### src/rtl/anabellek_yanitlayici_pkg.sv
// Shared iomem definitions: bus widths and responder/controller FSM state encodings.
package anabellek_yanitlayici_pkg;
   localparam int unsigned IOMEM_DW = 32;
   localparam int unsigned IOMEM_SW = 4;

   typedef enum logic [1:0] {
      BOSTA = 2'd0,
      BEKLE = 2'd1,
      ERIS  = 2'd2,
      YANIT = 2'd3
   } durum_t;
endpackage

### src/rtl/anabellek_yanitlayici.sv
// iomem responder: serves one request at a time from a 1-cycle-latency word SRAM
// macro, with programmable wait states and a sticky out-of-window flag.
module anabellek_yanitlayici
   import anabellek_yanitlayici_pkg::*;
#(
   parameter int unsigned ADR_BIT = 17,
   parameter logic [31:0] TABAN   = 32'h4000_0000,
   parameter int unsigned BEKLEME = 2
) (
   input  logic                clk_i,
   input  logic                rst_i,
   input  logic                iomem_valid,
   output logic                iomem_ready,
   input  logic [IOMEM_SW-1:0] iomem_wstrb,
   input  logic [31:0]         iomem_addr,
   input  logic [IOMEM_DW-1:0] iomem_wdata,
   output logic [IOMEM_DW-1:0] iomem_rdata,
   output logic                mem_en_o,
   output logic [IOMEM_SW-1:0] mem_we_o,
   output logic [ADR_BIT-1:0]  mem_adr_o,
   output logic [IOMEM_DW-1:0] mem_wdata_o,
   input  logic [IOMEM_DW-1:0] mem_rdata_i,
   output logic                hata_o
);
   localparam logic [3:0] SAYAC_BAS = (BEKLEME == 0) ? 4'd0 : 4'(BEKLEME - 1);

   durum_t              durum;
   logic [3:0]          sayac;
   logic [ADR_BIT-1:0]  adr_q;
   logic [IOMEM_SW-1:0] wstrb_q;
   logic [IOMEM_DW-1:0] wdata_q;
   logic                isabet_q;
   logic                okuma_isabet;

   logic                s_isabet;
   logic [ADR_BIT-1:0]  s_adr;
   logic [IOMEM_SW-1:0] s_wstrb;
   logic [IOMEM_DW-1:0] s_wdata;
   logic                eris_gir;
   logic                unused_adr_lsb;

   assign unused_adr_lsb = ^iomem_addr[1:0];

   // ERIS is entered either straight from BOSTA (no wait states, live inputs)
   // or from BEKLE (latched copies); both paths share one set of operands.
   always_comb begin
      s_isabet = isabet_q;
      s_adr    = adr_q;
      s_wstrb  = wstrb_q;
      s_wdata  = wdata_q;
      if (durum == BOSTA) begin
         s_isabet = (iomem_addr[31:ADR_BIT+2] == TABAN[31:ADR_BIT+2]);
         s_adr    = iomem_addr[ADR_BIT+1:2];
         s_wstrb  = iomem_wstrb;
         s_wdata  = iomem_wdata;
      end
      eris_gir = ((durum == BOSTA) && iomem_valid && (BEKLEME == 0)) ||
                 ((durum == BEKLE) && (sayac == 4'd0));
   end

   always_ff @(posedge clk_i) begin
      if (rst_i) begin
         durum        <= BOSTA;
         sayac        <= '0;
         adr_q        <= '0;
         wstrb_q      <= '0;
         wdata_q      <= '0;
         isabet_q     <= 1'b0;
         okuma_isabet <= 1'b0;
         iomem_ready  <= 1'b0;
         mem_en_o     <= 1'b0;
         mem_we_o     <= '0;
         mem_adr_o    <= '0;
         mem_wdata_o  <= '0;
         hata_o       <= 1'b0;
      end else begin
         iomem_ready  <= 1'b0;
         okuma_isabet <= 1'b0;
         mem_en_o     <= 1'b0;
         mem_we_o     <= '0;
         mem_adr_o    <= '0;
         mem_wdata_o  <= '0;

         if (eris_gir) begin
            mem_en_o    <= s_isabet;
            mem_we_o    <= s_isabet ? s_wstrb : '0;
            mem_adr_o   <= s_isabet ? s_adr : '0;
            mem_wdata_o <= s_isabet ? s_wdata : '0;
         end

         case (durum)
            BOSTA: begin
               if (iomem_valid) begin
                  adr_q    <= s_adr;
                  wstrb_q  <= s_wstrb;
                  wdata_q  <= s_wdata;
                  isabet_q <= s_isabet;
                  sayac    <= SAYAC_BAS;
                  durum    <= (BEKLEME == 0) ? ERIS : BEKLE;
               end
            end
            BEKLE: begin
               if (sayac == 4'd0) durum <= ERIS;
               else               sayac <= sayac - 4'd1;
            end
            ERIS: begin
               iomem_ready  <= 1'b1;
               okuma_isabet <= isabet_q && (wstrb_q == '0);
               if (!isabet_q) hata_o <= 1'b1;
               durum <= YANIT;
            end
            default: durum <= BOSTA;
         endcase
      end
   end

   // Macro data arrives in the YANIT cycle itself, so rdata is gated, not registered.
   assign iomem_rdata = okuma_isabet ? mem_rdata_i : '0;
endmodule

### config.mk
export PLATFORM = sky130hd
export DESIGN_NAME = anabellek_yanitlayici
export DESIGN_NICKNAME = d
export VERILOG_FILES = /design/src/rtl/anabellek_yanitlayici_pkg.sv /design/src/rtl/anabellek_yanitlayici.sv
export SDC_FILE = /design/constraint.sdc
export NUM_CORES = 1
export LEC_CHECK = 0
export CORE_ASPECT_RATIO = 1.25
export CORE_MARGIN = 2
export CORE_UTILIZATION = 44
export CTS_CLUSTER_SIZE = 10
export DETAILED_ROUTE_END_ITERATION = 10
export GPL_TIMING_DRIVEN = 0
export PLACE_DENSITY = 0.91
export RECOVER_POWER = 100
export SLEW_MARGIN = 10
export SYNTH_ARGS = -nofsm -noshare
export SYNTH_HDL_FRONTEND = slang
export SYNTH_SLANG_ARGS = --single-unit
export TNS_END_PERCENT = 100
### constraint.sdc
create_clock -name clk_i -period 2.2 [get_ports clk_i]
set_clock_uncertainty 0.15 [all_clocks]
set_input_delay 0.66 -clock clk_i [delete_from_list [all_inputs] [get_ports clk_i]]
set_output_delay 0.66 -clock clk_i [all_outputs]
set_load 0.01 [all_outputs]
After elaboration in Yosys (flattened, before gate mapping)
Index checks and enable logic that the tools add are counted.
- register bits after elaboration: 117
- logic and storage cells: 49
- input port bits: 103
- output and inout port bits: 88
- bitwise gates (word level): 4
- mux-type cells: 12
- reductions and logical operators: 13
- equal/unequal tests: 6
- add/sub/neg operators: 1
- operator list (cell ; number):
    $mux 32 ; 2
    $mux 17 ; 1
    $eq 13x12->1 const B ; 1
    $mux 4 ; 3
    $logic_not 4->1 ; 2
    $pmux 4 s2 ; 1
    $pmux 2 s3 ; 1
    $reduce_and 2->1 ; 3
    $mux 2 ; 2
    $ne 2x2->1 const B ; 2
    $not 1->1 ; 4
    $reduce_or 2->1 ; 2
    $sub 4x1->4 const B ; 1
    $reduce_and 3->1 ; 1
    $reduce_or 3->1 ; 1
    $eq 2x1->1 const B ; 1
    $eq 2x2->1 const B ; 1
    $logic_and 1x1->1 ; 2
    $logic_not 2->1 ; 1
    $mux 1 ; 2
    $ne 2x1->1 const B ; 1
    $reduce_bool 2->1 ; 1

Depth between registers and ports, before layout
- word-level depth: 4
- mapped depth: 8
- mapped depth without buffers: 5

Least setup slack after synthesis
Ideal clock, no wire load.
- kind: in2reg
- start point: in iomem_addr[28]
- end point: reg mem_adr_o[0]
- required time: 1971 ps
- data arrival time: 1578 ps
- setup slack: 392 ps
- path buffers: 1
- library setup time: 79 ps
- stages: 4
- cells stage by stage: nor4b_2 -> nand4_4 -> buf_6 -> a211oi_2
- word-level cells in the longest chain between the ends: 4
- RTL lines (what ; line ; RTL):
    from (decl) ; anabellek_yanitlayici.sv:15 ; input logic [31:0] iomem_addr,
    $eq 13x12->1 ; anabellek_yanitlayici.sv:52 ; s_isabet = (iomem_addr[31:ADR_BIT+2] == TABAN[31:ADR_BIT+2]);
    $mux 1 ; anabellek_yanitlayici.sv:51 ; if (durum == BOSTA) begin
    $not 1->1 (no source line) ; -- ;
    $reduce_or 3->1 (no source line) ; -- ;
    to (signal assigned) ; anabellek_yanitlayici.sv:87 ; mem_adr_o <= s_isabet ? s_adr : '0;
    to (decl) ; anabellek_yanitlayici.sv:20 ; output logic [ADR_BIT-1:0] mem_adr_o,
No other way between the ends.
A chain may end at the register's enable or synchronous reset.

Worst setup path after layout
- start point: in mem_rdata_i[10]
- end point: out iomem_rdata[10]
- word-level cells in the longest chain between the ends: 1
- RTL lines (what ; line ; RTL):
    from (decl) ; anabellek_yanitlayici.sv:22 ; input logic [IOMEM_DW-1:0] mem_rdata_i,
    $mux 32 ; anabellek_yanitlayici.sv:118 ; assign iomem_rdata = okuma_isabet ? mem_rdata_i : '0;
    to (decl) ; anabellek_yanitlayici.sv:17 ; output logic [IOMEM_DW-1:0] iomem_rdata,
No other way between the ends.

==> metrics.txt <==
status finished with violations; violated checks setup timing; Simple-Gate Fraction of Synth Area 0.168; DP HPWL 11.1 mm; Startpoint Class input pin; Top FF cell, synth dfxtp_1; Crit path max-delay family buffers and inverters; xor/xnor share of the synthesized area 0; Post-route DRC 0; Psw 2.48 mW; Final Hold Vio Count 0; power per cell area 998 mW/mm²; Worst setup endpoint iomem_rdata[10]; Hold Crit Depth 2; initial antenna violation count 1; Final nets 831; gr usage total 0.243; Crit. path cell count 3; Setup-failing EPs final 1; r2r startpoint durum[1]$_SDFFE_PP0P_; sequential fraction of the synthesis area 0.463; Critical Path, Cell by Cell clkdlybuf4s50_1 -> and2_4 -> buf_2; # clock sinks 117; worst endpoint required time 1.39 ns; Core Region 0.0111 mm²; Bufs and invs on worst path 2; Final WS setup -0.0119 ns; post-synthesis mux area share 0.109; Final Util 0.684; Die Ht 124 µm; Final Cycle Share 1.01; Pint 5.12 mW; largest net degree at the start of global routing 17; Cells after DPL 840; Arr. time, crit path 1.40 ns; RePlAce Congestion 0.780; post-CTS setup buffers 0; max_cap viols 0; vias in the first global route 4717; fraction of layout cells with a size suffix above 1 0.224; DR iter-0 viols 243; reg-to-reg endpoint wdata_q[18]$_SDFFE_PP0P_; initial core utilization 0.454; final WL 15.1 mm; IO Count 191; RSZ-0062 raised after global routing yes; min Tclk post-route 2.21 ns; clk_lat worst skew 0.41 ns; Worst Tran Pin Value 0.588 ns; Reg clk slew, reported paths 0.05 ns; Setup CP Type in -> out; hold buffer count at CTS 0; r2r worst-path depth 8; min-delay src wdata_q[7]$_SDFFE_PP0P_; CTS tree yes; count of pins over their slew limit 0; cells after synthesis 518; total grt overflow 0; Final Cell Area 0.00761 mm²; clock root buffer clkbuf_16; wire per inst 17.3 µm; Comb power frac 0.312; placed cell areas 0.00710 mm²; via/cell ratio 5.36; Cell variety after synth 37; Synthesized Nets 626; Non-Filler Instances 873; synthesized cell area 0.00506 mm²; power share of the clock group 0.363; Die W 99.9 µm; crit-path max FO 1; Slowest-stage cell, CP clkdlybuf4s50_1; Setup crit start mem_rdata_i[10]; setup tns final -0.0119 ns; FF+latch count, synth 117; Async SR Flop Fraction 0; IO buf count 187; Post-synth EDFFs 0; DRT Pass-1 Iters 5; largest stage delay on the critical path 0.48 ns; CTS Buffer Depth 2; main combinational cell family by area after synthesis compound AO/OA/AOI/OAI gates; Sequential Power Share 0.325; wire length of the first global-routing pass 23.2 mm; Compound-Gate Fraction of Synth Area 0.195; Tightest Hold Check Type reg -> reg; Adder-Cell Fraction of Synth Area 0.0124; Die Area 0.0124 mm²; Rel. slew slack 0.608; via count 4683; Layout area overhead 50.5%; CTS H-tree lvls 4; Detail Route Antenna Nets 0; FMAX 452 MHz; maximum VDD drop 676 µV; # rows 43; reg2reg setup slack 0.16 ns; synth warn 0; Sw Ratio 0.326; Pleak 3.03 nW; crit path capture type output pin; average size of a mapped cell 9.76 µm²; number of CTS-inserted buffers 17
layout make-up:
| class | count | area (µm²) |
|---|---|---|
| antenna | 2 | 5.00 |
| timing repair buffer | 187 | 1740 |
| multi-input combinational | 349 | 2470 |
| buffer | 44 | 254 |
| clock buffer | 21 | 480 |
| inverter | 7 | 26.3 |
| fill | 868 | 3520 |
| tap | 135 | 169 |
| sequential | 117 | 2340 |
| clock inverter | 11 | 124 |
worst min path at each step:
stage / to / slack (ns)
after floorplan: adr_q[0]$_SDFFE_PP0P_ / 0.29
after global placement: adr_q[3]$_SDFFE_PP0P_ / 0.29
after detailed placement: adr_q[5]$_SDFFE_PP0P_ / 0.30
after CTS: adr_q[5]$_SDFFE_PP0P_ / 0.30
after global routing: wdata_q[14]$_SDFFE_PP0P_ / 0.32
final: wdata_q[7]$_SDFFE_PP0P_ / 0.30
layout by cell type (no fill, tap or decap), types with 10 or more instances in the layout:
master	synthesis	final
clkbuf_16	0	17
buf_2	18	45
buf_6	5	10
and2_1	33	25
a21oi_1	58	58
dfxtp_1	117	116
nand2_1	109	109
clkdlybuf4s50_1	0	153
mux2i_1	55	55
a211oi_2	49	49
cell usage after synthesis, types with 2 or more instances:
cell type	n	area, µm²
o21ai_0	2	10.0
nand4_1	3	18.8
dfxtp_1	117	2340
a211oi_2	49	613
buf_2	18	90.1
nor3_1	2	10.0
a31oi_1	2	12.5
o31ai_1	2	15.0
nor2b_1	4	25.0
buf_6	5	56.3
mux2i_1	55	551
inv_1	7	26.3
nor2_1	3	11.3
buf_4	3	22.5
or3_1	2	12.5
nand2b_1	2	12.5
clkbuf_1	18	67.6
and2_1	33	206
a211oi_1	4	30.0
ha_1	5	62.6
nand2_1	109	409
a21oi_1	58	290
power groups by stage:
stage | clock [mW] | sequential [mW] | combinational, mW
2_1_floorplan | 0 | 2.48 | 1.70
3_3_place_gp | 0 | 2.49 | 2.23
4_1_cts | 2.79 | 2.46 | 2.35
6_report | 2.76 | 2.47 | 2.37
5_1_grt | 2.89 | 2.49 | 2.55
3_5_place_dp | 0 | 2.50 | 2.32
per-stage QoR:
| step | total power, mW | setup WS, ns | hold WS [ns] |
|---|---|---|---|
| finish | 7.60 | -0.0119 | 0.302 |
| global route | 7.93 | -0.0116 | 0.323 |
| CTS | 7.60 | 0.00117 | 0.304 |
| detailed placement | 4.83 | -0.443 | 0.296 |
| global placement | 4.71 | -0.441 | 0.291 |
| floorplan | 4.17 | 0.392 | 0.286 |
registers in the layout, summed over array words and instances (netlist names):
register and flops:
sayac 4, isabet_q 1, hata_o 1, okuma_isabet 1, mem_wdata_o 32, durum 2
mem_adr_o 17, wstrb_q 4, adr_q 17, wdata_q 32, mem_en_o 1, mem_we_o 4
iomem_ready 1
logic make-up (layout without fill, tap and decap cells):
group | count (synthesis) | count (layout)
buffers and inverters | 52 | 270
DFF | 117 | 117
other | 0 | 2
adders and majority gates | 5 | 5
AOI/OAI and AO/OA | 119 | 119
and+or+nand+nor | 170 | 170
muxes | 55 | 55
metal layers:
layer,track usage,wire (µm)
met1,0.245,5580
met2,0.454,7740
met3,0.0915,1510
met4,0.0890,241
met5,0,0
worst reg2reg max path, delay by kind of cell, from the launching register on:
| kind | cells | cell delay [ns] |
|---|---|---|
| simple gates | 2 | 0.25 |
| compound gates | 1 | 0.14 |
| buf+inv | 4 | 0.93 |
| flops | 1 | 0.33 |
| fa+ha+maj | 1 | 0.17 |
repair_timing:
action | CTS | global route
gates cloned | 0 | 0
resized for setup | 139 | 26
setup endpoints to repair | 32 | 95
pin swaps | 0 | 2
No activity file was read; power rests on OpenSTA's default activity.
